### config.mk
export PLATFORM = sky130hd
export DESIGN_NAME = reg_pipe
export DESIGN_NICKNAME = d
export VERILOG_FILES = /design/src/rtl/reg_pipe_pkg.sv /design/src/rtl/reg_pipe_stage.sv /design/src/rtl/reg_pipe.sv
export SDC_FILE = /design/constraint.sdc
export NUM_CORES = 1
export LEC_CHECK = 0
export ABC_AREA = 1
export CAP_MARGIN = 40
export CORE_MARGIN = 3
export CORE_UTILIZATION = 40
export CTS_CLUSTER_DIAMETER = 100
export DETAILED_ROUTE_END_ITERATION = 8
export DONT_BUFFER_PORTS = 1
export PLACE_DENSITY = 0.58
export SKIP_CTS_REPAIR_TIMING = 1
export SKIP_LAST_GASP = 1
export SLEW_MARGIN = 20
export SYNTH_ARGS = -nofsm -noshare
export SYNTH_HDL_FRONTEND = slang
export SYNTH_HIERARCHICAL = 1
export SYNTH_SLANG_ARGS = --single-unit
### constraint.sdc
create_clock -name clock -period 1.3 [get_ports clock]
set_input_delay 0.195 -clock clock [delete_from_list [all_inputs] [get_ports clock]]
set_output_delay 0.195 -clock clock [all_outputs]
set_load 0.005 [all_outputs]
### src/rtl/reg_pipe_pkg.sv
// reg_pipe_pkg: shared defaults and width helpers for the reg_pipe datapath buffer.
package reg_pipe_pkg;

    localparam int DEF_WIDTH = 8;
    localparam int DEF_DEPTH = 3;
    localparam int DEF_NCH   = 2;

    // Channel-select width; a single channel still gets a one-bit select port.
    function automatic int sel_width(input int nch);
        return (nch > 1) ? $clog2(nch) : 1;
    endfunction

    // Occupancy counter width, wide enough to hold the value DEPTH itself.
    function automatic int count_width(input int depth);
        return $clog2(depth + 1);
    endfunction

endpackage

### src/rtl/reg_pipe_stage.sv
// reg_pipe_stage: one WIDTH-bit data register plus its valid flop.
// Macro REG_PIPE_RESET_DATA_EN: when defined, reset and clear also load RESET_VAL
// into the data register; otherwise the data flops carry no reset at all.
module reg_pipe_stage #(
    parameter int WIDTH = 8
`ifdef REG_PIPE_RESET_DATA_EN
    , parameter logic [WIDTH-1:0] RESET_VAL = '0
`endif
) (
    input  logic             clock,
    input  logic             reset,
    input  logic             clear,
    input  logic             load,
    input  logic [WIDTH-1:0] d,
    input  logic             v_in,
    output logic [WIDTH-1:0] q,
    output logic             v
);

    // Valid bit empties on reset or flush, otherwise takes the upstream valid on load.
    always_ff @(posedge clock) begin
        if (reset || clear) begin
            v <= 1'b0;
        end else if (load) begin
            v <= v_in;
        end
    end

`ifdef REG_PIPE_RESET_DATA_EN
    // Data returns to RESET_VAL on reset/flush and captures only real words otherwise.
    always_ff @(posedge clock) begin
        if (reset || clear) begin
            q <= RESET_VAL;
        end else if (load && v_in) begin
            q <= d;
        end
    end
`else
    // Data captures only real words, so a bubble passing through leaves the old value held.
    always_ff @(posedge clock) begin
        if (load && v_in) begin
            q <= d;
        end
    end
`endif

endmodule

### src/rtl/reg_pipe.sv
// reg_pipe: DEPTH-stage valid/ready register pipeline with bubble collapsing,
// flush and an NCH-way input selector.
// Macro REG_PIPE_RESET_DATA_EN: when defined, stage data registers reset to RESET_VAL.
module reg_pipe
    import reg_pipe_pkg::*;
#(
    parameter int               WIDTH     = DEF_WIDTH,
    parameter int               DEPTH     = DEF_DEPTH,
    parameter int               NCH       = DEF_NCH,
    parameter logic [WIDTH-1:0] RESET_VAL = '0
) (
    input  logic                          clock,
    input  logic                          reset,
    input  logic [NCH*WIDTH-1:0]          in_data,
    input  logic [sel_width(NCH)-1:0]     in_sel,
    input  logic                          in_valid,
    output logic                          in_ready,
    output logic [WIDTH-1:0]              out_data,
    output logic                          out_valid,
    input  logic                          out_ready,
    input  logic                          flush,
    output logic [count_width(DEPTH)-1:0] count
);

    localparam int SW = sel_width(NCH);
    localparam int CW = count_width(DEPTH);

    logic [WIDTH-1:0] sel_data;
    logic [WIDTH-1:0] stage_q [DEPTH];
    logic [DEPTH-1:0] stage_v;
    logic [DEPTH-1:0] adv;
    logic [DEPTH-1:0] ld;
    logic             in_xfer;
    logic             out_xfer;

`ifndef REG_PIPE_RESET_DATA_EN
    // RESET_VAL only matters when data reset is built in; kept as a named unused tie-off.
    logic [WIDTH-1:0] unused_reset_val;
    assign unused_reset_val = RESET_VAL;
`endif

    // Input selector: any select value outside the channel range falls back to channel 0.
    always_comb begin
        sel_data = in_data[WIDTH-1:0];
        for (int c = 1; c < NCH; c++) begin
            if (in_sel == SW'(c)) begin
                sel_data = in_data[c*WIDTH +: WIDTH];
            end
        end
    end

    // Advance chain from the tail back: a stage moves when the slot ahead is empty or moving.
    always_comb begin
        adv = '0;
        ld  = '0;
        adv[DEPTH-1] = stage_v[DEPTH-1] & out_ready;
        for (int k = DEPTH - 2; k >= 0; k--) begin
            adv[k] = stage_v[k] & (~stage_v[k+1] | adv[k+1]);
        end
        for (int k = 0; k < DEPTH; k++) begin
            ld[k] = ~stage_v[k] | adv[k];
        end
    end

    assign in_ready  = ld[0] & ~flush;
    assign in_xfer   = in_valid & in_ready;
    assign out_valid = stage_v[DEPTH-1] & ~flush;
    assign out_xfer  = out_valid & out_ready;
    assign out_data  = stage_q[DEPTH-1];

    for (genvar k = 0; k < DEPTH; k++) begin : g_stage
        logic [WIDTH-1:0] d_k;
        logic             v_k;

        if (k == 0) begin : g_head
            assign d_k = sel_data;
            assign v_k = in_xfer;
        end else begin : g_body
            assign d_k = stage_q[k-1];
            assign v_k = stage_v[k-1];
        end

        reg_pipe_stage #(
            .WIDTH     (WIDTH)
`ifdef REG_PIPE_RESET_DATA_EN
            , .RESET_VAL (RESET_VAL)
`endif
        ) u_stage (
            .clock (clock),
            .reset (reset),
            .clear (flush),
            .load  (ld[k]),
            .d     (d_k),
            .v_in  (v_k),
            .q     (stage_q[k]),
            .v     (stage_v[k])
        );
    end

    // Occupancy tracks transfers in and out; a simultaneous pair leaves it unchanged.
    always_ff @(posedge clock) begin
        if (reset || flush) begin
            count <= '0;
        end else if (in_xfer && !out_xfer) begin
            count <= count + CW'(1);
        end else if (!in_xfer && out_xfer) begin
            count <= count - CW'(1);
        end
    end

endmodule

# ---- Word-level counts from Yosys, hierarchy flattened
# Cells that the tools add are included.
dict set report totals {
  reg_bits 29
  inputBits 22
  out_inout_bits 12
  word_cells 35
}
dict set report op_classes {
  add_sub_neg 2
  muxes 3
  n_bitwise 14
  reduce_logical 9
}
# op count
set ops {}
lappend ops {{8-bit 2-to-1 mux} 1}
lappend ops {{1-bit bitwise AND} 7}
lappend ops {{1-bit logical AND} 5}
lappend ops {{2-bit 2-to-1 mux} 2}
lappend ops {{1-bit inverter} 4}
lappend ops {{1-bit OR} 3}
lappend ops {{2-bit by 1-bit adder with 2-bit output (second input constant)} 1}
lappend ops {{1-bit logical NOT} 2}
lappend ops {{2-bit nonzero test} 1}
lappend ops {{2-bit by 1-bit subtractor with 2-bit output (second input constant)} 1}
lappend ops {{1-bit logical OR} 1}

# ---- Logic depth before layout (Yosys ltp)
dict set report depth {
  ltp_word 12
  ltp_mapped 11
  depth_no_buf 11
}

# ---- Cells and area by module
# Netlist, hierarchy kept.
# module n_inst cells_each area_per_inst_um2 seq_area_each_um2
set modules_own_cells {}
lappend modules_own_cells {reg_pipe_stage 3 17 295.3 260.2}
lappend modules_own_cells {reg_pipe 1 39 301.5 40.0}

# ---- Worst setup path before layout
# OpenSTA, ideal clock, no wires.
dict set report synth_timing {
  path_kind {flip-flop to flip-flop}
  startpoint {register g_stage[2].u_stage.v}
  endpoint {register count[1]}
  setup_time_ns 0.064
  arrival_ns 1.225
  required_ns 1.236
  setup_slack_ns 0.012
  path_stages_with_launch 10
  n_path_buf 0
  period_less_slack_ns 1.288
  path_cell_list {dfxtp_1 -> nand4_1 -> nand2_1 -> nor2_1 -> ha_1 -> inv_1 -> nand3_1 -> nand2_1 -> inv_1 -> nor2_1}
}
dict set report synth_via {
  elab_chain_cells 11
  elab_cells_between_ends 17
  classes_between {mux (1); bitwise (11); reduce/logical (5)}
}
# element line
set synth_rtl {}
lappend synth_rtl {{start: declaration} reg_pipe_stage.sv:17} ;# output logic v
lappend synth_rtl {{start signal: assignment} reg_pipe_stage.sv:25} ;# v <= v_in;
lappend synth_rtl {{1-bit bitwise AND / 1-bit inverter (equally long branches)} {reg_pipe.sv:56, reg_pipe.sv:58}}
lappend synth_rtl {{1-bit OR *} reg_pipe.sv:58} ;# adv[k] = stage_v[k] & (~stage_v[k+1] | adv[k+1]);
lappend synth_rtl {{1-bit bitwise AND *} reg_pipe.sv:58}
lappend synth_rtl {{1-bit OR *} reg_pipe.sv:58}
lappend synth_rtl {{1-bit bitwise AND *} reg_pipe.sv:58}
lappend synth_rtl {{1-bit OR *} reg_pipe.sv:61} ;# ld[k] = ~stage_v[k] | adv[k];
lappend synth_rtl {{net ld[0]} reg_pipe.sv:32} ;# logic [DEPTH-1:0] ld;
lappend synth_rtl {{1-bit bitwise AND *} reg_pipe.sv:65} ;# assign in_ready = ld[0] & ~flush;
lappend synth_rtl {{1-bit bitwise AND *} reg_pipe.sv:66} ;# assign in_xfer = in_valid & in_ready;
lappend synth_rtl {{net g_stage[0].v_k} reg_pipe.sv:73} ;# logic v_k;
lappend synth_rtl {{1-bit logical NOT} reg_pipe.sv:106} ;# end else if (!in_xfer && out_xfer) begin
lappend synth_rtl {{1-bit logical AND} reg_pipe.sv:106}
lappend synth_rtl {{2-bit nonzero test (no source line)} -}
lappend synth_rtl {{end signal: assignment} reg_pipe.sv:105} ;# count <= count + CW'(1);
lappend synth_rtl {{end signal: assignment} reg_pipe.sv:107} ;# count <= count - CW'(1);
lappend synth_rtl {{end: declaration} reg_pipe.sv:22} ;# output logic [count_width(DEPTH)-1:0] count
# Mark *: on every way through the listed nets, which the timed path passes. The rest lies on a longest branch.
# A chain may end at the register's enable or synchronous reset.

# ---- Worst setup path after layout
dict set report layout_timing {
  startpoint {register g_stage[2].u_stage.v}
  endpoint {register count[0]}
}
# Same word-level chain as after synthesis.

==> reports/results.ini <==
[global_routing]
grt-ovfl-total=0
grt_max_degree=10
antenna_found_initial=0
grt_pass1_vias=615
grt_usage=0.102
grt_pass1_wl_um=2520

[yosys]
synth.top_cells.by_count=edfxtp_1 (24), inv_1 (21), nand2_1 (15), mux2_4 (8), dfxtp_1 (5)
yosysSeqAreaShare=0.691
syn_avg_cell_area_um2=13.2
synthTopCellsByArea=edfxtp_1 (61%), mux2_4 (10%), dfxtp_1 (8.4%)
synth.top_cell.area_share=0.607
ys.flop_type=edfxtp_1
synth_cells=90
yosysMostFrequentCell=edfxtp_1
yosys_register_bits=29
synth_edf_count=24
yosys.area.top_type=edfxtp_1
synth_nets=113
ys.warnings.count=6
synth-async-reset-ratio=0
yosysUniqueCellTypes=15
syn_area_mm2=0.00119

[die]
die_w_um=60.5
die_h_um=60.5
io_pins=34
row_count=19
initial_core_util=0.427
core_mm2=0.00278
die_area_mm2=0.00366

[drt]
initialDrtViolationCount=5
vias=620
wirelength_um=1590
first_pass_iters=3
post-route-drc-count=0
drt-wirelength-per-cell_um=11.8
final_antenna_net_count=0
vias_per_cell=4.63

[place]
placed_area_mm2=0.00124
portBuffers=0
pre_cts_slack_ns=-0.0777
gp_congestion=0.658
dp_hpwl_um=1220
place_inst=124

[clock_network]
clk_latency_ns=0.31
htreeDepth=2
cts_tree=yes
cts_buffer_depth=2
clk_pin_slew_ns=0.08
cts_root_buffer=clkbuf_4
cts.sink_count=29
cts_buffers=5

[timing]
worst_slack_ns=-0.0416
report.final.slew_viol_count=0
hold_slack_ns=0.0246
finalCritPeriodShare=1.03
hold_viol=0
grt_setup_unrepaired=yes
slew_headroom=0.808
setup_viol=1
skew_ns=0.00968
worstMarginPinSlew_ns=0.288
setup_tns_ns=-0.0416
clock.fmax_ghz=0.745
timing.final.crit_period_ns=1.34

[setup_path]
worst_path_max_delay_cell=dfxtp_4
crit_required_ns=1.54
cpPeakStageDelay_ns=0.37
critPathCaptureType=flop
worstSetupPathType=flop to flop
arrival_ns=1.58
crit_path_start_kind=flop
worstPathCellList=nand4_1 -> nand2_1 -> nor2_2 -> ha_4 -> xor2_1 -> nor3_1
cp_max_fo=5

[cells_and_area]
layout.nets=125
final_layout_size_suffix_gt1_frac=0.301
syn_to_final_growth_pct=13.5
post-route-util=0.484
stdcell_count=134
final_cell_area_mm2=0.00135
antenna_cells=0

[power_and_ir_drop]
p_comb_frac=0.054
p_leak_nw=0.561
ir_drop_mv=0.780
clock_power_share=0.323
p_seq_frac=0.622
power.total_mw=1.67
swShare=0.192
switchingPower_uw=320
intPower_mw=1.35
power_density_mw_per_mm2=1240

[outcome]
status=finished, violations left
violations=setup timing

[hold_path]
hp-class=primary input to flop

[run]
maxCapViolations=0

==> critical path: cells and delay by family, from the launching register on <==
family,cells,cell delay (ns)
XOR/XNOR,1,0.15
AND/OR/NAND/NOR,4,0.52
adder cells (fa/ha/maj),1,0.23
flip-flops,1,0.37
==> logic make-up after synthesis <==
logic type	Yosys count	share of synthesized area
AO/OA/AOI/OAI	3	0.0221
XOR/XNOR	1	0.00738
adder cells (fa/ha/maj)	1	0.0105
buffers and inverters	23	0.0790
flip-flops	29	0.691
multiplexers	8	0.101
AND/OR/NAND/NOR	25	0.0885
==> power by group through the flow <==
stage               registers (mW)  logic [mW]  clock network [mW]
finish                        1.04      0.0904               0.539
global route                  1.04       0.102               0.621
CTS                           1.04      0.0794               0.570
detailed placement            1.06      0.0791                   0
global placement              1.06      0.0760                   0
floorplan                     1.06      0.0749                   0
==> placed cells by master, fill, tap and decap left out <==
cell type and n:
a21oi_2 3, buf_4 4, clkbuf_1 2, clkbuf_4 5, clkbuf_8 1, dfxtp_1 2
dfxtp_2 2, dfxtp_4 1, dlygate4sd3_1 2, edfxtp_1 24, ha_4 1, inv_1 18
inv_2 3, inv_4 1, mux2_4 8, nand2_1 15, nand2_2 1, nand3_1 2
nand4_1 2, nor2_1 3, nor2_2 1, nor3_1 1, xor2_1 1
==> sequential cells by signal, summed over array words and instances, names as in the netlist <==
signal and cells:
g_stage.u_stage/v 3, count 2, g_stage.u_stage/q 24
==> final timing paths <==
| kind | from | end | slack [ns] | depth (start not counted) |
|---|---|---|---|---|
| setup / recovery | g_stage[2].u_stage/v | count[0] | -0.04 | 6 |
| hold / removal | flush | g_stage[2].u_stage/v | 0.02 | 3 |
| setup reg to reg | g_stage[2].u_stage/v | count[0] | -0.04 | 6 |
| hold reg to reg | g_stage[0].u_stage/q[0] | g_stage[1].u_stage/q[0] | 0.41 | 0 |
==> per-layer routing <==
layer | vias to the layer above | track usage | wire [um]
met5 | - | 0 | 0
met4 | 0 | 0.0495 | 12
met3 | 4 | 0.0830 | 160
met2 | 28 | 0.154 | 807
met1 | 272 | 0.101 | 606
li1 | 316 | - | -
==> final cells by class <==
type                    count  area [um2]
flip-flops and latches     29         827
clock buffers               8        58.8
fillers                   253        1430
inverters                  22        85.1
well taps                  31        38.8
multi-input cells          38         288
repair buffers              6        50.0
Power figures use the tool's default switching activity.
